==> src/rtl/uart_tx_periph_pkg.sv <==
// ============================================================================
// Module      : uart_tx_periph_pkg
// Description : Shared types and constants for the memory-mapped UART
//               transmitter: bus word types, the zero read word, the FSM
//               state enumeration and the register offsets (addr[3:2]).
// Revision    : 1.0 - initial release
// ============================================================================
`default_nettype none

package uart_tx_periph_pkg;

    typedef logic [31:0] MemAddrBus;
    typedef logic [31:0] MemBus;

    localparam MemBus ZeroWord = 32'h0000_0000;

    typedef enum logic [1:0] {
        UART_IDLE  = 2'd0,
        UART_START = 2'd1,
        UART_DATA  = 2'd2,
        UART_STOP  = 2'd3
    } uart_state_e;

    // Register selects, taken from addr[3:2]
    localparam logic [1:0] UART_CTRL   = 2'd0;
    localparam logic [1:0] UART_STATUS = 2'd1;
    localparam logic [1:0] UART_BAUD   = 2'd2;
    localparam logic [1:0] UART_TXDATA = 2'd3;

endpackage

`default_nettype wire

==> src/rtl/uart_tx_periph_sync_fifo.sv <==
// ============================================================================
// Module      : sync_fifo
// Description : Single-clock FIFO, power-of-two depth. A push is accepted
//               when not full, or when a pop happens in the same cycle.
//               Pops on an empty FIFO are ignored. Head data is presented
//               combinationally on data_o.
// Ports       : clk, rst (sync, active-high), push_i, data_i, pop_i,
//               data_o, full_o, empty_o, count_o (0..DEPTH)
// Revision    : 1.0 - initial release
// ============================================================================
`default_nettype none

module sync_fifo #(
    parameter int WIDTH = 8,
    parameter int DEPTH = 4
) (
    input  logic                     clk,
    input  logic                     rst,
    input  logic                     push_i,
    input  logic [WIDTH-1:0]         data_i,
    input  logic                     pop_i,
    output logic [WIDTH-1:0]         data_o,
    output logic                     full_o,
    output logic                     empty_o,
    output logic [$clog2(DEPTH):0]   count_o
);

    localparam int AW = $clog2(DEPTH);
    localparam int CW = AW + 1;

    logic [WIDTH-1:0] mem_q [DEPTH];
    logic [AW-1:0]    wr_ptr_q, wr_ptr_d;
    logic [AW-1:0]    rd_ptr_q, rd_ptr_d;
    logic [CW-1:0]    count_q,  count_d;
    logic             do_push;
    logic             do_pop;

    assign empty_o = (count_q == '0);
    assign full_o  = (count_q == CW'(DEPTH));
    assign count_o = count_q;
    assign data_o  = mem_q[rd_ptr_q];

    // When full, the slot being written is the one being read this cycle;
    // the read is combinational so the head byte leaves before it is replaced.
    assign do_pop  = pop_i && !empty_o;
    assign do_push = push_i && (!full_o || do_pop);

    always_comb begin
        wr_ptr_d = wr_ptr_q;
        rd_ptr_d = rd_ptr_q;
        count_d  = count_q;
        if (do_push) begin
            wr_ptr_d = wr_ptr_q + 1'b1;
        end
        if (do_pop) begin
            rd_ptr_d = rd_ptr_q + 1'b1;
        end
        case ({do_push, do_pop})
            2'b10:   count_d = count_q + 1'b1;
            2'b01:   count_d = count_q - 1'b1;
            default: count_d = count_q;
        endcase
    end

    always_ff @(posedge clk) begin
        if (rst) begin
            wr_ptr_q <= '0;
            rd_ptr_q <= '0;
            count_q  <= '0;
        end else begin
            wr_ptr_q <= wr_ptr_d;
            rd_ptr_q <= rd_ptr_d;
            count_q  <= count_d;
        end
    end

    // Storage needs no reset: contents are only observable when count > 0.
    always_ff @(posedge clk) begin
        if (do_push) begin
            mem_q[wr_ptr_q] <= data_i;
        end
    end

endmodule

`default_nettype wire

==> src/rtl/uart_tx_periph.sv <==
// ============================================================================
// Module      : uart_tx_periph
// Description : Memory-mapped 8N1 UART transmitter with a TX FIFO and a
//               programmable baud divisor. Registers (addr[3:2]):
//                 0x0 CTRL   : bit0 tx_en, bit1 irq_en (irq build only)
//                 0x4 STATUS : bit0 busy, bit1 full, bit2 empty,
//                              bits[5:3] count, bit6 overflow (W1C)
//                 0x8 BAUD   : bits[15:0] divisor D (0 behaves as 1)
//                 0xC TXDATA : write pushes wdata[7:0], reads 0
//               Optional feature macro: UART_TX_IRQ_EN adds irq_en and the
//               registered uart_irq output (TX idle and FIFO empty).
// Ports       : clk, rst (sync, active-high), waddr/wdata/we (write port),
//               raddr/rdata (combinational read), txd (idle high),
//               uart_irq (UART_TX_IRQ_EN only)
// Revision    : 1.0 - initial release
// ============================================================================
`default_nettype none

module uart_tx_periph
    import uart_tx_periph_pkg::*;
#(
    parameter int          FIFO_DEPTH = 4,
    parameter logic [15:0] BAUD_RST   = 16'd868
) (
    input  logic        clk,
    input  logic        rst,
    input  logic [31:0] waddr,
    input  logic [31:0] wdata,
    input  logic [3:0]  we,
    input  logic [31:0] raddr,
    output logic [31:0] rdata,
    output logic        txd
`ifdef UART_TX_IRQ_EN
    ,
    output logic        uart_irq
`endif
);

    localparam int CW = $clog2(FIFO_DEPTH) + 1;

    localparam logic [1:0] ST_IDLE  = UART_IDLE;
    localparam logic [1:0] ST_START = UART_START;
    localparam logic [1:0] ST_DATA  = UART_DATA;
    localparam logic [1:0] ST_STOP  = UART_STOP;

    // Registers
    logic        tx_en_q,  tx_en_d;
    logic        irq_en;
    logic [15:0] baud_q,   baud_d;
    logic        ovf_q,    ovf_d;
    logic [1:0]  state_q,  state_d;
    logic [15:0] bitcnt_q, bitcnt_d;
    logic [2:0]  bitidx_q, bitidx_d;
    logic [7:0]  shreg_q,  shreg_d;
    logic        txd_q,    txd_d;

    // FIFO interface
    logic          fifo_push;
    logic          fifo_pop;
    logic [7:0]    fifo_data;
    logic          fifo_full;
    logic          fifo_empty;
    logic [CW-1:0] fifo_count;
    logic [2:0]    count3;

    logic          wr_any;
    logic [1:0]    wsel;
    logic [15:0]   div;
    logic          bit_end;
    logic          can_start;
    logic          unused_bits;

    assign wr_any    = |we;
    assign wsel      = waddr[3:2];
    assign div       = (baud_q == 16'd0) ? 16'd1 : baud_q;
    assign bit_end   = (bitcnt_q == 16'd0);
    assign can_start = tx_en_q && !fifo_empty;
    assign count3    = 3'(fifo_count);
    assign txd       = txd_q;

    // Address bits above the register select are decoded upstream.
    assign unused_bits = ^{waddr[31:4], waddr[1:0], raddr[31:4], raddr[1:0],
                           wdata[31:16]};

    sync_fifo #(
        .WIDTH (8),
        .DEPTH (FIFO_DEPTH)
    ) u_fifo (
        .clk     (clk),
        .rst     (rst),
        .push_i  (fifo_push),
        .data_i  (wdata[7:0]),
        .pop_i   (fifo_pop),
        .data_o  (fifo_data),
        .full_o  (fifo_full),
        .empty_o (fifo_empty),
        .count_o (fifo_count)
    );

    // ------------------------------------------------------------------
    // Register writes
    // ------------------------------------------------------------------
    always_comb begin
        tx_en_d   = tx_en_q;
        baud_d    = baud_q;
        ovf_d     = ovf_q;
        fifo_push = 1'b0;
        if (wr_any) begin
            case (wsel)
                UART_CTRL: begin
                    if (we[0]) tx_en_d = wdata[0];
                end
                UART_STATUS: begin
                    if (we[0] && wdata[6]) ovf_d = 1'b0;
                end
                UART_BAUD: begin
                    if (we[0]) baud_d[7:0]  = wdata[7:0];
                    if (we[1]) baud_d[15:8] = wdata[15:8];
                end
                UART_TXDATA: begin
                    fifo_push = we[0];
                end
                default: ;
            endcase
        end
        // Dropped byte: FIFO full and nothing leaving this cycle.
        if (fifo_push && fifo_full && !fifo_pop) begin
            ovf_d = 1'b1;
        end
    end

`ifdef UART_TX_IRQ_EN
    logic irq_en_q, irq_en_d;
    logic irq_q;

    always_comb begin
        irq_en_d = irq_en_q;
        if (wr_any && (wsel == UART_CTRL) && we[0]) begin
            irq_en_d = wdata[1];
        end
    end

    always_ff @(posedge clk) begin
        if (rst) begin
            irq_en_q <= 1'b0;
            irq_q    <= 1'b0;
        end else begin
            irq_en_q <= irq_en_d;
            irq_q    <= irq_en_q && fifo_empty && (state_q == ST_IDLE);
        end
    end

    assign irq_en   = irq_en_q;
    assign uart_irq = irq_q;
`else
    assign irq_en = 1'b0;
`endif

    // ------------------------------------------------------------------
    // Transmit FSM. bitcnt counts the remaining cycles of the current bit;
    // every reload reads baud_q, so a BAUD write lands at the next bit.
    // ------------------------------------------------------------------
    always_comb begin
        state_d  = state_q;
        bitcnt_d = bitcnt_q;
        bitidx_d = bitidx_q;
        shreg_d  = shreg_q;
        txd_d    = txd_q;
        fifo_pop = 1'b0;

        if ((state_q != ST_IDLE) && !bit_end) begin
            bitcnt_d = bitcnt_q - 16'd1;
        end

        case (state_q)
            ST_IDLE: begin
                if (can_start) begin
                    fifo_pop = 1'b1;
                    shreg_d  = fifo_data;
                    txd_d    = 1'b0;
                    bitcnt_d = div - 16'd1;
                    state_d  = ST_START;
                end
            end
            ST_START: begin
                if (bit_end) begin
                    txd_d    = shreg_q[0];
                    shreg_d  = {1'b0, shreg_q[7:1]};
                    bitidx_d = 3'd0;
                    bitcnt_d = div - 16'd1;
                    state_d  = ST_DATA;
                end
            end
            ST_DATA: begin
                if (bit_end) begin
                    bitcnt_d = div - 16'd1;
                    if (bitidx_q == 3'd7) begin
                        txd_d   = 1'b1;
                        state_d = ST_STOP;
                    end else begin
                        txd_d    = shreg_q[0];
                        shreg_d  = {1'b0, shreg_q[7:1]};
                        bitidx_d = bitidx_q + 3'd1;
                    end
                end
            end
            ST_STOP: begin
                if (bit_end) begin
                    if (can_start) begin
                        // Chain straight into the next start bit.
                        fifo_pop = 1'b1;
                        shreg_d  = fifo_data;
                        txd_d    = 1'b0;
                        bitcnt_d = div - 16'd1;
                        state_d  = ST_START;
                    end else begin
                        txd_d   = 1'b1;
                        state_d = ST_IDLE;
                    end
                end
            end
            default: begin
                txd_d   = 1'b1;
                state_d = ST_IDLE;
            end
        endcase
    end

    always_ff @(posedge clk) begin
        if (rst) begin
            tx_en_q  <= 1'b0;
            baud_q   <= BAUD_RST;
            ovf_q    <= 1'b0;
            state_q  <= ST_IDLE;
            bitcnt_q <= 16'd0;
            bitidx_q <= 3'd0;
            shreg_q  <= 8'd0;
            txd_q    <= 1'b1;
        end else begin
            tx_en_q  <= tx_en_d;
            baud_q   <= baud_d;
            ovf_q    <= ovf_d;
            state_q  <= state_d;
            bitcnt_q <= bitcnt_d;
            bitidx_q <= bitidx_d;
            shreg_q  <= shreg_d;
            txd_q    <= txd_d;
        end
    end

    // ------------------------------------------------------------------
    // Combinational read path
    // ------------------------------------------------------------------
    always_comb begin
        rdata = ZeroWord;
        case (raddr[3:2])
            UART_CTRL: begin
                rdata[0] = tx_en_q;
                rdata[1] = irq_en;
            end
            UART_STATUS: begin
                rdata[0]   = (state_q != ST_IDLE);
                rdata[1]   = fifo_full;
                rdata[2]   = fifo_empty;
                rdata[5:3] = count3;
                rdata[6]   = ovf_q;
            end
            UART_BAUD: begin
                rdata[15:0] = baud_q;
            end
            default: rdata = ZeroWord;
        endcase
    end

endmodule

`default_nettype wire

==> config.mk <==
export PLATFORM = sky130hd
export DESIGN_NAME = uart_tx_periph
export DESIGN_NICKNAME = d
export VERILOG_FILES = /design/src/rtl/uart_tx_periph_pkg.sv /design/src/rtl/uart_tx_periph_sync_fifo.sv /design/src/rtl/uart_tx_periph.sv
export SDC_FILE = /design/constraint.sdc
export NUM_CORES = 1
export LEC_CHECK = 0
export BUFFER_PORTS_ARGS = -buffer_cell sky130_fd_sc_hd__buf_2
export CORE_ASPECT_RATIO = 1.4
export CORE_UTILIZATION = 30
export CTS_BUF_LIST = sky130_fd_sc_hd__clkbuf_8
export DETAILED_ROUTE_END_ITERATION = 7
export GPL_TIMING_DRIVEN = 0
export MAX_ROUTING_LAYER = met4
export PLACE_DENSITY = 0.51
export SETUP_SLACK_MARGIN = 0.2
export SYNTH_ARGS = -nofsm -noshare
export SYNTH_HDL_FRONTEND = slang
export SYNTH_SLANG_ARGS = --single-unit
==> constraint.sdc <==
create_clock -name clk -period 3.2 [get_ports clk]
set_input_delay 0.64 -clock clk [delete_from_list [all_inputs] [get_ports clk]]
set_output_delay 0.64 -clock clk [all_outputs]
set_load 0.1 [all_outputs]
==> results of run 1 <==
## where the power goes
group,internal (mW),switching (mW)
logic,0.560,1.19
clock network,0.299,0.462
registers,1.27,0.0942
total,2.12,1.74
## per-stage QoR
step / std cells / power (mW) / TNS, ns / area, µm² / utilization (%)
finish: 768 / 3.87 / 0 / 5660 / 36.1
detailed placement: 748 / 2.99 / -0.120 / 5350 / 34.1
global route: 768 / 4.08 / 0 / 5660 / 36.1
CTS: 764 / 3.78 / 0 / 5570 / 35.5
global placement: 748 / 2.98 / -0.0940 / 5350 / 34.1
floorplan: 512 / 2.55 / 0 / 4910 / -
## worst max-delay path: cells and delay by family, from the launching register on
kind,cells,cell delay [ns]
buffers and inverters,3,0.34
adder cells (fa/ha/maj),3,0.79
AO/OA/AOI/OAI,2,0.34
AND/OR/NAND/NOR,3,0.87
flip-flops,1,0.34
XOR/XNOR,1,0.16
## worst min path at each step
stage                from          to  slack, ns
2_1_floorplan  shreg_q[1]  shreg_q[1]       0.45
3_3_place_gp   shreg_q[2]  shreg_q[2]       0.46
3_5_place_dp   shreg_q[5]  shreg_q[5]       0.47
4_1_cts          wdata[8]   baud_q[8]       0.48
5_1_grt          wdata[8]   baud_q[8]       0.49
6_report       shreg_q[4]  shreg_q[4]       0.48
## cell usage after synthesis (2+ instances only)
| cell type | instances |
|---|---|
| nand3b_1 | 2 |
| nor3b_1 | 4 |
| nor4_1 | 5 |
| a2111oi_0 | 2 |
| nand2_1 | 35 |
| nor2_1 | 38 |
| a2bb2oi_1 | 2 |
| nand4b_1 | 4 |
| o32ai_1 | 2 |
| xnor2_1 | 11 |
| mux4_2 | 8 |
| xor2_1 | 12 |
| clkbuf_1 | 18 |
| or3_1 | 14 |
| nand3_1 | 11 |
| o31a_1 | 2 |
| o21ai_0 | 19 |
| ha_1 | 18 |
| o21a_1 | 2 |
| inv_1 | 19 |
| buf_2 | 4 |
| nor2b_1 | 6 |
| o211ai_1 | 3 |
| o22ai_1 | 12 |
| and3_1 | 3 |
| buf_1 | 3 |
| and4_1 | 3 |
| nor3_1 | 15 |
| buf_4 | 16 |
| a21oi_1 | 35 |
| a22oi_1 | 7 |
| nand4_1 | 4 |
| nor4_2 | 2 |
| dfxtp_1 | 57 |
| and2_1 | 15 |
| or4_1 | 3 |
| edfxtp_1 | 32 |
| mux2i_1 | 20 |
| or2_2 | 5 |
## routing by layer
layer  share of wire, %  track usage (%)  wire [µm]
met5                  0                -          0
met4                2.3             5.27        288
met3                4.2             2.78        525
met2                 52             26.5       6410
met1                 42             19.0       5210
## registers in the layout (all words and copies together) (netlist names), named ones only
| name | count |
|---|---|
| u_fifo.mem_q | 32 |
| tx_en_q | 1 |
| u_fifo.wr_ptr_q | 2 |
| shreg_q | 8 |
| bitidx_q | 3 |
| u_fifo.rd_ptr_q | 2 |
| txd | 1 |
| baud_q | 16 |
| u_fifo.count_o | 3 |
| state_q | 2 |
| bitcnt_q | 16 |
| ovf_q | 1 |
## cell type report
class / count / area (µm²)
Buffer: 41 / 223
Sequential cell: 89 / 2110
Tap cell: 196 / 245
Clock buffer: 9 / 124
Multi-Input combinational cell: 363 / 2590
Clock inverter: 7 / 60.1
Inverter: 19 / 71.3
Timing Repair Buffer: 44 / 230
Fill cell: 1638 / 10000
## cell families (layout without fill, tap and decap cells)
family / count (synthesis) / after routing
simple gates: 175 / 175
compound gates: 101 / 101
flops: 89 / 89
buf+inv: 60 / 120
mux: 29 / 29
xor+xnor: 23 / 23
fa+ha+maj: 19 / 19
other cells: 1 / 16
## timing repair
| item | 4_1_cts | 5_1_grt |
|---|---|---|
| pin swaps | 0 | 5 |
| endpoints found under the setup margin | 4 | 5 |
| setup buffers | 0 | 4 |
| gates resized for setup | 6 | 18 |
==> reports/results.ini, run 1 <==
[status]
outcome = completed

[synthesis]
ys.flop_type = dfxtp_1
synth_mux_area_share_pct = 8.10
synth_xor_area_share_pct = 4.17
synth-seq-cells = 89
synth_edf_count = 32
yosys.area.top_type_share_pct = 23.6
netlist_area_um2 = 4840
syn_inst = 497
synth-simple-area-share_pct = 19.7
synth_compound_area_share_pct = 13.4
async_flop_share_pct = 0
yosysSeqAreaShare_pct = 43.5
synth.largest_area_cell = dfxtp_1
synthAdderAreaFrac_pct = 5.07
yosysUniqueCellTypes = 63
syn_avg_cell_area_um2 = 9.73
ys_top_cells_by_area = dfxtp_1, edfxtp_1, ha_1
synth_top_family_by_area = simple AND/OR/NAND/NOR gates
yosysWarnings = 0

[layout]
antenna_cells = 0
drive_gt1_share_pct = 21.3
final_common_cell = dfxtp_1
nets = 688
area_growth_pct = 16.9
final_cell_mix = dfxtp_1, buf_2, nor2_1

[timing]
hold_viol_final = 0
fin_worst_skew_ns = 0.00949
slew_headroom_pct = 57.3
layout_setup_ws_ns = 0.290
fmax_mhz = 344
whs_ns = 0.481
rsz0062_at_grt = yes
finalCritPeriodShare_pct = 90.9
worst_pin_slew_ns = 0.639
setup_viol_count_final = 0
final_max_slew_viol_count = 0
min_period_ns = 2.91

[critical_path]
critPathLaunch = bitcnt_q[1]
r2r_start = bitcnt_q[1]
cp_data_arrival_time_ns = 3.21
crit_end = u_fifo.count_o[2]
worstSetupPathType = reg2reg
crit_chain = inv_1 -> ha_1 -> nor3b_4 -> nand4_1 -> buf_4 -> a21boi_4 -> ha_1 -> inv_1 -> fa_1 -> xor2_1 -> or3_1 -> a21oi_1
rrSetupSlack_ns = 0.29
critPathMaxFanout = 8
worst_setup_path_start_kind = register
crit_required_ns = 3.50
rr_endpoint = u_fifo.count_o[2]
cpMaxStageDelayCell = nor3b_4
rr_worst_depth = 12
crit_path_end_kind = register
crit_path_max_incr_delay_ns = 0.41

[placed_design]
io_buffers = 40
place_ws_ns = -0.120
gp_congestion = 0.886
dpl.hpwl_mm = 9.15

[floorplanning]
start_util_pct = 30.9
dieArea_um2 = 16600
die_y_um = 152
core_area_um2 = 15700
ios = 135
die_w_um = 109
rows = 54

[global_routing]
grt_first_pass_wirelength_mm = 19.7
antenna_found_initial = 0
track_usage_pct = 15.9
grt_max_degree = 18
grt-ovfl-total = 0
grt_pass1_vias = 3837

[drt]
drt_iter0_drc = 206
wl_mm = 12.4
num_vias = 3956
wire_per_inst_um = 16.2
ant_nets = 0
drc_errors = 0
vias_per_cell = 5.15
drt-pass1-iter-count = 6

[clock_network]
cts_buffers = 9
clock_latency_ns = 0.37
ctsHoldBuffers = 0
cts_tree = yes
clock-sinks = 89
clkTransAtPathRegs_ns = 0.10
h-tree-depth = 3
clockBufferDepth = 2
clock-root-buffer = clkbuf_8

[job]
cap_violations = 0

[pwr]
vdd_drop_max_mv = 0.372
p_leak_nw = 2.16
power.density_nw_per_um2 = 684

[min_path]
hold_depth = 2
hp-class = reg2reg

Power figures use the tool's default switching activity.
==> inputs of run 2 (changes only) <==
--- a/config.mk
+++ b/config.mk
@@ -12,7 +12,6 @@
 export DETAILED_ROUTE_END_ITERATION = 7
 export GPL_TIMING_DRIVEN = 0
 export MAX_ROUTING_LAYER = met4
-export PLACE_DENSITY = 0.51
 export SETUP_SLACK_MARGIN = 0.2
 export SYNTH_ARGS = -nofsm -noshare
 export SYNTH_HDL_FRONTEND = slang
==> run 2 against run 1 <==
  * Register-to-register slack gained 0.06 ns
  * Die area is the same
  * Worst hold slack lost 0.0045 ns
  * Worst setup slack gained 0.063 ns
  * Clock skew shrank 0.0027 ns
  * Total power grew 3.5%
  * Sequential power is essentially flat
  * Flip-flop and latch count is the same
  * Largest cell class unchanged
==> reports/results.ini, run 2 (same netlist as run 1, synthesis figures left out) <==
[drt]
num_vias = 3906  ; -1.3%
ant_nets = 0  ; unchanged
vias_per_cell = 5.07  ; -1.5%
drt_iter0_drc = 248  ; +20%
drc_errors = 0  ; unchanged
wire_per_inst_um = 16.2  ; -0.22%
drt-pass1-iter-count = 5  ; -1
wl_mm = 12.4  ; about the same

[global_routing]
grt_pass1_vias = 3902  ; +1.7%
grt_max_degree = 17  ; -1
grt-ovfl-total = 0  ; unchanged
track_usage_pct = 16.2  ; +0.33 points
grt_first_pass_wirelength_mm = 20.2  ; +2.7%
antenna_found_initial = 0  ; unchanged

[layout]
nets = 690  ; +0.29%
area_growth_pct = 18.4
drive_gt1_share_pct = 22.1  ; +0.80 points
final_common_cell = dfxtp_1
final_cell_mix = dfxtp_1, buf_2, a21oi_1, nor2_1, nand2_1
largest_register = u_fifo.mem_q
stdcell_count = 770  ; +0.26%
antenna_cells = 0  ; unchanged
largest_reg_flops = 32  ; unchanged
largest_registers = u_fifo.mem_q (32), baud_q (16), bitcnt_q (16)

[critical_path]
rr_worst_depth = 11  ; -1
path_delay_family = adder cells
crit_chain = inv_1 -> ha_1 -> buf_2 -> nor3_4 -> a21boi_4 -> ha_1 -> inv_1 -> fa_1 -> xor2_1 -> or3_1 -> a21oi_1
worstSetupPathType = reg2reg
critPathMaxFanout = 10  ; +2
crit_path_end_kind = register
cp_data_arrival_time_ns = 3.15  ; -0.06 ns
r2r_start = state_q[0]
crit_path_max_incr_delay_ns = 0.38  ; -0.03 ns
worst_setup_path_start_kind = register
crit_required_ns = 3.50  ; about the same
cpMaxStageDelayCell = fa_1
rr_endpoint = u_fifo.count_o[2]
rrSetupSlack_ns = 0.35  ; +0.06 ns
critPathBufInv = 3  ; unchanged

[timing]
finalCritPeriodShare_pct = 89.0  ; -2.0 points
rsz0062_at_grt = yes
final_max_slew_viol_count = 0  ; unchanged
fin_worst_skew_ns = 0.00675  ; -0.00274 ns
worst_pin_slew_ns = 0.753  ; +0.114 ns
hold_viol_final = 0  ; unchanged
setup_viol_count_final = 0  ; unchanged
slew_headroom_pct = 49.8  ; -7.5 points
min_period_ns = 2.85  ; -0.0626 ns
whs_ns = 0.477  ; -0.00453 ns
fmax_mhz = 351  ; +2.2%

[floorplanning]
start_util_pct = 30.9  ; unchanged
core_area_um2 = 15700  ; unchanged
rows = 54  ; unchanged
die_w_um = 109  ; unchanged
die_y_um = 152  ; unchanged
ios = 135  ; unchanged
dieArea_um2 = 16600  ; unchanged

[placed_design]
dpl.hpwl_mm = 9.49  ; +3.7%
io_buffers = 40  ; unchanged
gp_congestion = 0.848  ; -4.2%
dp.cells = 748  ; unchanged

[clock_network]
clkTransAtPathRegs_ns = 0.10  ; about the same
cts_tree = yes
ctsHoldBuffers = 0  ; unchanged
clockBufferDepth = 2  ; unchanged
clock-sinks = 89  ; unchanged
clock_latency_ns = 0.37  ; about the same
cts_buffers = 9  ; unchanged
clock-root-buffer = clkbuf_8
h-tree-depth = 3  ; unchanged

[min_path]
hp-class = reg2reg
hold_depth = 2  ; unchanged
whs_endpoint = shreg_q[4]
worstHoldStart = shreg_q[4]

[pwr]
vdd_drop_max_mv = 0.362  ; -2.7%
power.density_nw_per_um2 = 699  ; +2.2%
p_leak_nw = 2.19  ; +1.0%

[status]
outcome = completed

[job]
cap_violations = 0  ; unchanged

## run 2: cell types whose count changed in the layout (fill, tap and decap cells not counted), moves of 2 or more
cell | before | now
buf_4 | 20 | 22
bufinv_16 | 0 | 2
clkbuf_2 | 3 | 1
clkbuf_4 | 0 | 2
## run 2: power breakdown
group / leakage, nW / internal [mW] / total, mW / switching [mW]
clock network: 0.114 / 0.450 / 0.890 / 0.440
registers: 0.753 / 1.26 / 1.36 / 0.0986
logic: 1.32 / 0.581 / 1.75 / 1.17
## run 2: timing repair
item,in CTS,in global routing
pin swaps,1,3
setup buffers,1,5
resized for setup,12,16
endpoints found under the setup margin,5,5
## run 2: tightest hold or removal path: stages (launching register included)
cell,delay (ns)
dfxtp_1,0.32
o21ai_0,0.06
a21oi_1,0.06
## run 2: layout make-up
| type | count | area (µm²) |
|---|---|---|
| tap | 196 | 245 |
| clock buffer | 9 | 124 |
| sequential | 89 | 2110 |
| buffer | 41 | 225 |
| multi-input combinational | 363 | 2610 |
| clock inverter | 7 | 101 |
| timing repair buffer | 46 | 248 |
| fill | 1618 | 9950 |
| inverter | 19 | 71.3 |
## run 2: worst max-delay path by stage
| stage | from | end | slack, ns | cells past startpoint |
|---|---|---|---|---|
| CTS | bitcnt_q[0] | u_fifo.count_o[2] | 0.15 | 11 |
| finish | state_q[0] | u_fifo.count_o[2] | 0.35 | 11 |
| global placement | state_q[0] | u_fifo.count_o[2] | -0.14 | 12 |
| floorplan | raddr[2] | rdata[0] | 0.23 | 4 |
| detailed placement | state_q[0] | u_fifo.count_o[2] | -0.20 | 12 |
| global route | state_q[0] | u_fifo.count_o[2] | 0.18 | 12 |
## run 2: metrics by stage
step | cell area [µm²] | setup TNS [ns] | setup WS [ns] | power, mW | util, %
6_report | 5730 | 0 | 0.353 | 4.00 | 36.5
3_5_place_dp | 5350 | -0.238 | -0.204 | 2.97 | 34.1
4_1_cts | 5640 | 0 | 0.154 | 3.90 | 36.0
5_1_grt | 5730 | 0 | 0.182 | 4.21 | 36.5
2_1_floorplan | 4910 | 0 | 0.233 | 2.55 | -
3_3_place_gp | 5350 | -0.140 | -0.137 | 2.96 | 34.1
## run 2: metal layers
metal / global-route usage [%] / up-vias / part of all wire (%)
met5: - / - / 0
met4: 5.78 / 0 / 2.2
met3: 2.10 / 16 / 2.6
met2: 29.9 / 78 / 56
met1: 17.1 / 1886 / 39
li1: - / 1926 / -
